`config.mk`:
```
export PLATFORM = sky130hd
export DESIGN_NAME = fetch_unit
export DESIGN_NICKNAME = d
export VERILOG_FILES = /design/src/rtl/riscv_pkg.sv /design/src/rtl/fetch_unit.sv
export SDC_FILE = /design/constraint.sdc
export NUM_CORES = 1
export LEC_CHECK = 0
export ABC_AREA = 1
export CORE_AREA = 5 5 125 91
export DETAILED_ROUTE_END_ITERATION = 10
export DIE_AREA = 0 0 130 96
export GPL_TIMING_DRIVEN = 0
export PLACE_DENSITY = 0.79
export SKIP_CTS_REPAIR_TIMING = 1
export SKIP_LAST_GASP = 1
export SLEW_MARGIN = 20
export SYNTH_ARGS = -nofsm -noshare
export SYNTH_HDL_FRONTEND = slang
export SYNTH_SLANG_ARGS = --single-unit
```
`constraint.sdc`:
```
create_clock -name clk -period 1.33 [get_ports clk]
set_input_delay 0.266 -clock clk [delete_from_list [all_inputs] [get_ports clk]]
set_output_delay 0.266 -clock clk [all_outputs]
set_load 0.005 [all_outputs]
```
`src/rtl/riscv_pkg.sv`:
```
// ============================================================================
// Module : riscv_pkg
// Purpose: Shared definitions for the fetch stage: FSM state encoding,
//          the canonical NOP encoding and the default reset PC.
// Rev    : 1.0  initial release
// ============================================================================
`default_nettype none

package riscv_pkg;

  typedef enum logic [1:0] {
    REQ   = 2'd0,
    WAIT  = 2'd1,
    ISSUE = 2'd2,
    EXEC  = 2'd3
  } fetch_state_t;

  // addi x0, x0, 0
  localparam logic [31:0] NOP_INST         = 32'h0000_0013;
  localparam logic [31:0] RESET_PC_DEFAULT = 32'h0000_0000;

endpackage

`default_nettype wire

```
`src/rtl/fetch_unit.sv`:
```
// ============================================================================
// Module : fetch_unit
// Purpose: Instruction fetch stage. Owns the architectural PC, issues one
//          instruction-memory request at a time, buffers the returned word
//          for decode and commits the IFU-computed next PC on completion.
// Config : FETCH_MISALIGN_TRAP_EN - when defined, a commit of a misaligned
//          pc_next is refused and flagged on fetch_misalign; otherwise the
//          low two bits of pc_next are cleared on commit.
// Ports  : clk, rst_n           clock, async active-low reset
//          pc_next, pc_update   next PC from IFU / execute-done strobe
//          pc                   architectural PC
//          imem_req_valid/ready, imem_addr      request channel
//          imem_rsp_valid, imem_rsp_data        response channel
//          inst_valid/ready, inst, inst_pc      decode channel
//          fetch_misalign       misaligned-fetch trap pulse
// Rev    : 1.0  initial release
// ============================================================================
`default_nettype none

module fetch_unit
  import riscv_pkg::*;
#(
  parameter int              XLEN     = 32,
  parameter logic [XLEN-1:0] RESET_PC = XLEN'(RESET_PC_DEFAULT)
) (
  input  logic            clk,
  input  logic            rst_n,
  input  logic [XLEN-1:0] pc_next,
  input  logic            pc_update,
  output logic [XLEN-1:0] pc,
  output logic            imem_req_valid,
  input  logic            imem_req_ready,
  output logic [XLEN-1:0] imem_addr,
  input  logic            imem_rsp_valid,
  input  logic [31:0]     imem_rsp_data,
  output logic            inst_valid,
  input  logic            inst_ready,
  output logic [31:0]     inst,
  output logic [XLEN-1:0] inst_pc,
  output logic            fetch_misalign
);

`ifndef FETCH_MISALIGN_TRAP_EN
  localparam logic [XLEN-1:0] PC_ALIGN_MASK = ~XLEN'(3);
`endif

  fetch_state_t    state_q, state_d;
  logic [XLEN-1:0] pc_q, pc_d;
  logic [31:0]     inst_q, inst_d;
  logic [XLEN-1:0] inst_pc_q, inst_pc_d;
  logic            req_valid_q;
  logic            inst_valid_q;
  logic            misalign_q, misalign_d;
  logic            commit;

  always_comb begin
    state_d    = state_q;
    pc_d       = pc_q;
    inst_d     = inst_q;
    inst_pc_d  = inst_pc_q;
    misalign_d = 1'b0;
    commit     = 1'b0;

    case (state_q)
      // req_valid_q gates the handshake so that the cycle right after reset
      // release, where the request is not yet visible, cannot be accepted.
      REQ:     if (req_valid_q && imem_req_ready) state_d = WAIT;
      WAIT: begin
        if (imem_rsp_valid) begin
          inst_d    = imem_rsp_data;
          inst_pc_d = pc_q;
          state_d   = ISSUE;
        end
      end
      // pc_update only counts in ISSUE when decode takes the word this cycle.
      ISSUE: begin
        if (inst_ready) begin
          if (pc_update) commit = 1'b1;
          else           state_d = EXEC;
        end
      end
      EXEC:    if (pc_update) commit = 1'b1;
      default: state_d = REQ;
    endcase

    if (commit) begin
`ifdef FETCH_MISALIGN_TRAP_EN
      if (pc_next[1:0] != 2'b00) begin
        // Keep the old PC and wait in EXEC for the trap-vector commit.
        misalign_d = 1'b1;
        state_d    = EXEC;
      end else begin
        pc_d    = pc_next;
        state_d = REQ;
      end
`else
      pc_d    = pc_next & PC_ALIGN_MASK;
      state_d = REQ;
`endif
    end
  end

  always_ff @(posedge clk or negedge rst_n) begin
    if (!rst_n) begin
      state_q      <= REQ;
      pc_q         <= RESET_PC;
      inst_q       <= NOP_INST;
      inst_pc_q    <= '0;
      req_valid_q  <= 1'b0;
      inst_valid_q <= 1'b0;
      misalign_q   <= 1'b0;
    end else begin
      state_q      <= state_d;
      pc_q         <= pc_d;
      inst_q       <= inst_d;
      inst_pc_q    <= inst_pc_d;
      req_valid_q  <= (state_d == REQ);
      inst_valid_q <= (state_d == ISSUE);
      misalign_q   <= misalign_d;
    end
  end

  assign pc             = pc_q;
  assign imem_addr      = pc_q;
  assign imem_req_valid = req_valid_q;
  assign inst_valid     = inst_valid_q;
  assign inst           = inst_q;
  assign inst_pc        = inst_pc_q;
  assign fetch_misalign = misalign_q;

endmodule

`default_nettype wire

```
# [Yosys cells after proc, flatten, opt, wreduce, memory -nomap -nowiden]
# Cells that the tools add are included.
[totals] regBits=96 inputBits=70 out_inout_bits=131
[op_classes] n_eq_ne=4 mux=9 n_reduce_logical=4
[ops] op="2-bit 2-to-1 mux" n=5
[ops] op="2-bit equality test, second input constant" n=3
[ops] op="2-bit one-hot mux with 3 select lines" n=1
[ops] op="2-bit logical NOT" n=2
[ops] op="2-bit by 1-bit equality test with 1-bit output, second input constant" n=1
[ops] op="1-bit 2-to-1 mux" n=2
[ops] op="1-bit one-hot mux with 2 select lines" n=1
[ops] op="2-bit AND reduction" n=1
[ops] op="1-bit logical AND" n=1

# [Depth between registers and ports, before layout]
[logic_depth] ltp_word=5 depth_mapped=7

# [Worst setup path after synthesis]
# OpenSTA, ideal clock, no wires.
[synth_timing] path_type="flip-flop to flip-flop" start="reg state_q[0]" end="reg inst_pc_q[10] (netlist: inst_pc[10])" arrival_time_ns=1.041 t_required_ns=1.209 setup_slack_ns=0.168 stages_incl_launch_ff=8 path_buffers=2 period_less_slack_ns=1.162 cell_sequence="dfrtp_1 > nand2_1 > nor2_4 > inv_2 > buf_6 > buf_2 > nand2_1 > o21ai_1"
[synth_between] elab_chain_cells=2
[synth_rtl] item="start: declaration" line_no="fetch_unit.sv:47" source="fetch_state_t state_q, state_d;"
[synth_rtl] item="start signal: assignment" line_no="fetch_unit.sv:113" source="state_q <= state_d;"
[synth_rtl] item="2-bit by 1-bit equality test with 1-bit output" line_no="fetch_unit.sv:64" source="case (state_q)"
[synth_rtl] item="2-bit AND reduction (no line)"
[synth_rtl] item="end signal: assignment" line_no="fetch_unit.sv:116" source="inst_pc_q <= inst_pc_d;"
[synth_rtl] item="end: declaration" line_no="fetch_unit.sv:50" source="logic [XLEN-1:0] inst_pc_q, inst_pc_d;"
# Every way passes these cells.
# A chain may end at the register's enable or synchronous reset.

# [Final worst setup path]
[layout_timing] start="reg pc_q[18] (netlist: imem_addr[18])" end="out pc[18]"
[layout_lines] item="start: declaration" line_no="fetch_unit.sv:48" source="logic [XLEN-1:0] pc_q, pc_d;"
[layout_lines] item="start signal: assignment" line_no="fetch_unit.sv:114" source="pc_q <= pc_d;"
[layout_lines] item="end: declaration" line_no="fetch_unit.sv:30" source="output logic [XLEN-1:0] pc,"
# No word-level cell between the ends.

==> reports/metrics.csv <==
stage;metric;value;unit
setup_path;Worst Setup SP;imem_addr[18];
setup_path;Crit path buffers/inverters;3;
worst_hold_path;Hold Path Class;input pin to async pin;
cts;# clock sinks;96;
setup_path;worst-path cell chain;buf_4, buf_4, dlymetal6s2s_1;
synthesis;Yosys cell types;18;
timing;final hold viol count;0;
timing;fin crit share;106;%
global_routing;vias in the first global route;3536;
timing;# setup viols final;10;
layout;post-layout util;69.2;%
routing;total number of vias;3531;
routing;final wirelength;12.0;mm
routing;Initial DRC Count;162;
layout;Area Growth Syn to Fin;78.5;%
setup_path;CP max stage delay;0.40;ns
synthesis;sequential fraction of the synthesis area;61.5;%
power;Sw Pwr;0.00463;W
setup_path;crit-path max FO;3;
power;Static Leak;4.75;nW
layout;post-route cell area;6980;um^2
timing;Setup TNS;-0.518;ns
timing;Worst Setup Slack, final;-0.0734;ns
timing;Slew Limit Fails;0;
power;Sw Share;31.4;%
power;Clock power frac;17.2;%
synthesis;Cells after Synth;421;
power;sequential power share;34.5;%
cts;clk buf depth;2;
setup_path;r2r endpoint;imem_req_valid;
setup_path;critical path's slowest cell;dfrtp_1;
die;Die Wd;130;um
place;Port-buffer cells;191;
setup_path;Arrival @ worst endpoint;1.14;ns
layout;layout cell share with drive strength beyond 1;17.4;%
setup_path;Worst Setup End Kind;primary output;
setup_path;r2r startpoint;state_q[0];
cts;CTS H-tree lvls;3;
die;row cnt;31;
timing;RSZ-0062 raised after global routing;true;
timing;Layout Skew;0.00527;ns
setup_path;CP endpoint;pc[18];
timing;final hold slack;0.377;ns
die;die area;12500;um^2
global_routing;Total GRT Usage;18.2;%
synthesis;Avg Cell Area, Syn;9.29;um^2
place;Setup WS pre-CTS;-0.457;ns
die;IO Count;201;
power;Max IR drop VDD;1.05;mV
cts;total CTS buffers;9;
setup_path;critical path class;flop to primary output;
place;DP Wirelength;8.58;mm
die;Die Y;96;um
setup_path;Worst path top cell family by delay;buffers and inverters;
setup_path;Critical Path RT;1.06;ns
run_status;failing checks;negative setup slack;
power;Logic pwr share;48.2;%
cts;Skew-Pair Late Insertion Delay;0.33;ns
cts;Root Buffer;clkbuf_16;
setup_path;startpoint types;flop;
timing;fmax;713;MHz
synthesis;post-synthesis cell area;3910;um^2
setup_path;reg2reg setup slack;0.05;ns
die;Initial Utilization;38.8;%
routing;Via density;4.42;
cts;CTS tree;done;
layout;nets@finish;733;
power;Internal Power;0.0101;W
setup_path;Crit path depth;3;
cts;clock slew at reported path FFs;0.06;ns
place;area of placed instances;6040;um^2
global_routing;GRT overflow;0;
die;Placeable Area;10100;um^2
synthesis;flops & latches, synth;96;
routing;residual DRC count;0;
run_status;status;finished, violations left;
layout;ant diodes;0;
place;RD Place Congestion;0.781;
setup_path;most used cell, CP;buf_4;
global_routing;first-pass GRT wire length;17.6;mm
timing;fin crit period;1.40;ns
routing;Initial DRT Pass Iterations;4;
synthesis;synth warn;0;
power;pwr dens;2120;nW/um^2
global_routing;largest net degree at the start of global routing;68;
global_routing;initial antenna violation count;0;
routing;antenna viol nets, final;0;
routing;WL per Instance;15.0;um
setup_path;worst r2r path cells;5;
run;max-cap violations;0;
[power by group through the flow]
stage	clock (W)	combinational, W	sequential (W)
finish	0.00254	0.00712	0.00510
global route	0.00272	0.00788	0.00526
CTS	0.00263	0.00688	0.00519
detailed placement	0	0.00685	0.00522
global placement	0	0.00671	0.00512
floorplan	0	0.00241	0.00519
[Yosys cell counts]
master / number / area, um^2
inv_1: 37 / 139
buf_4: 37 / 278
nand2_1: 163 / 612
conb_1: 1 / 3.75
dfrtp_1: 93 / 2330
o21ai_1: 25 / 125
o21ai_2: 1 / 8.76
nor2_4: 2 / 22.5
o21bai_1: 1 / 7.51
clkbuf_2: 1 / 5.00
inv_2: 1 / 3.75
dfstp_2: 3 / 78.8
nor2_1: 2 / 7.51
buf_6: 4 / 45.0
o21ai_0: 35 / 175
nand3_1: 1 / 5.00
clkbuf_1: 3 / 11.3
buf_2: 11 / 55.1
[cell families after synthesis]
family	count (synthesis)	synth area share (%)
buffers and inverters	94	13.7
other	1	0.0959
DFF	96	61.5
and+or+nand+nor	168	16.5
AOI/OAI and AO/OA	62	8.10
[per-layer routing]
metal	up-vias	track usage (%)	part of all wire, %	routed length, um
met5	-	0	0	0
met2	127	31.5	52	6190
met3	10	7.54	9.5	1140
li1	1729	-	-	-
met1	1665	21.0	38	4550
met4	0	4.67	0.93	111
[area by class of cell]
| cell class | instances | area (um^2) |
|---|---|---|
| clock buffers | 10 | 239 |
| multi-input cells | 237 | 1000 |
| plain buffers | 56 | 467 |
| inverters | 38 | 143 |
| well taps | 132 | 165 |
| repair buffers | 225 | 2500 |
| clock inverters | 5 | 57.6 |
| fillers | 744 | 3110 |
| flip-flops and latches | 96 | 2410 |
[worst min path at each step]
stage	start	end	slack [ns]	cells past startpoint
floorplan	rst_n	imem_addr[10]	-0.03	0
global placement	inst[1]	inst[1]	0.45	2
detailed placement	rst_n	inst[2]	0.17	1
CTS	rst_n	inst[2]	-0.20	1
global route	rst_n	inst[2]	0.40	2
finish	rst_n	inst[2]	0.38	2
[sequential cells by signal (all words and copies together), names as in the netlist]
register        cells
inst_valid          1
inst_pc            30
imem_addr          30
state_q             2
inst               32
imem_req_valid      1
[worst reg2reg max path, delay by kind of cell (launching register included)]
family / cells / cell delay (ns)
AO/OA/AOI/OAI: 2 / 0.36
AND/OR/NAND/NOR: 1 / 0.09
buffers and inverters: 2 / 0.29
flip-flops: 1 / 0.43
[stage by stage]
stage | cells | total power (W)
2_1_floorplan | 427 | 0.00760
3_3_place_gp | 750 | 0.0118
3_5_place_dp | 751 | 0.0121
4_1_cts | 766 | 0.0147
5_1_grt | 799 | 0.0159
6_report | 799 | 0.0148
[placed cells by master, fill, tap and decap left out, types with 2 or more instances in the layout]
master,n
nand2_1,162
dlymetal6s2s_1,124
dfrtp_1,92
buf_4,68
clkdlybuf4s50_1,66
inv_1,37
o21ai_1,30
o21ai_0,28
buf_6,12
clkbuf_16,9
conb_1,7
buf_2,4
o21ai_2,3
clkinvlp_4,3
dfstp_2,3
nor2_1,2
nor2_4,2
clkbuf_2,2
Note: power is estimated with default switching activity, not from simulation.
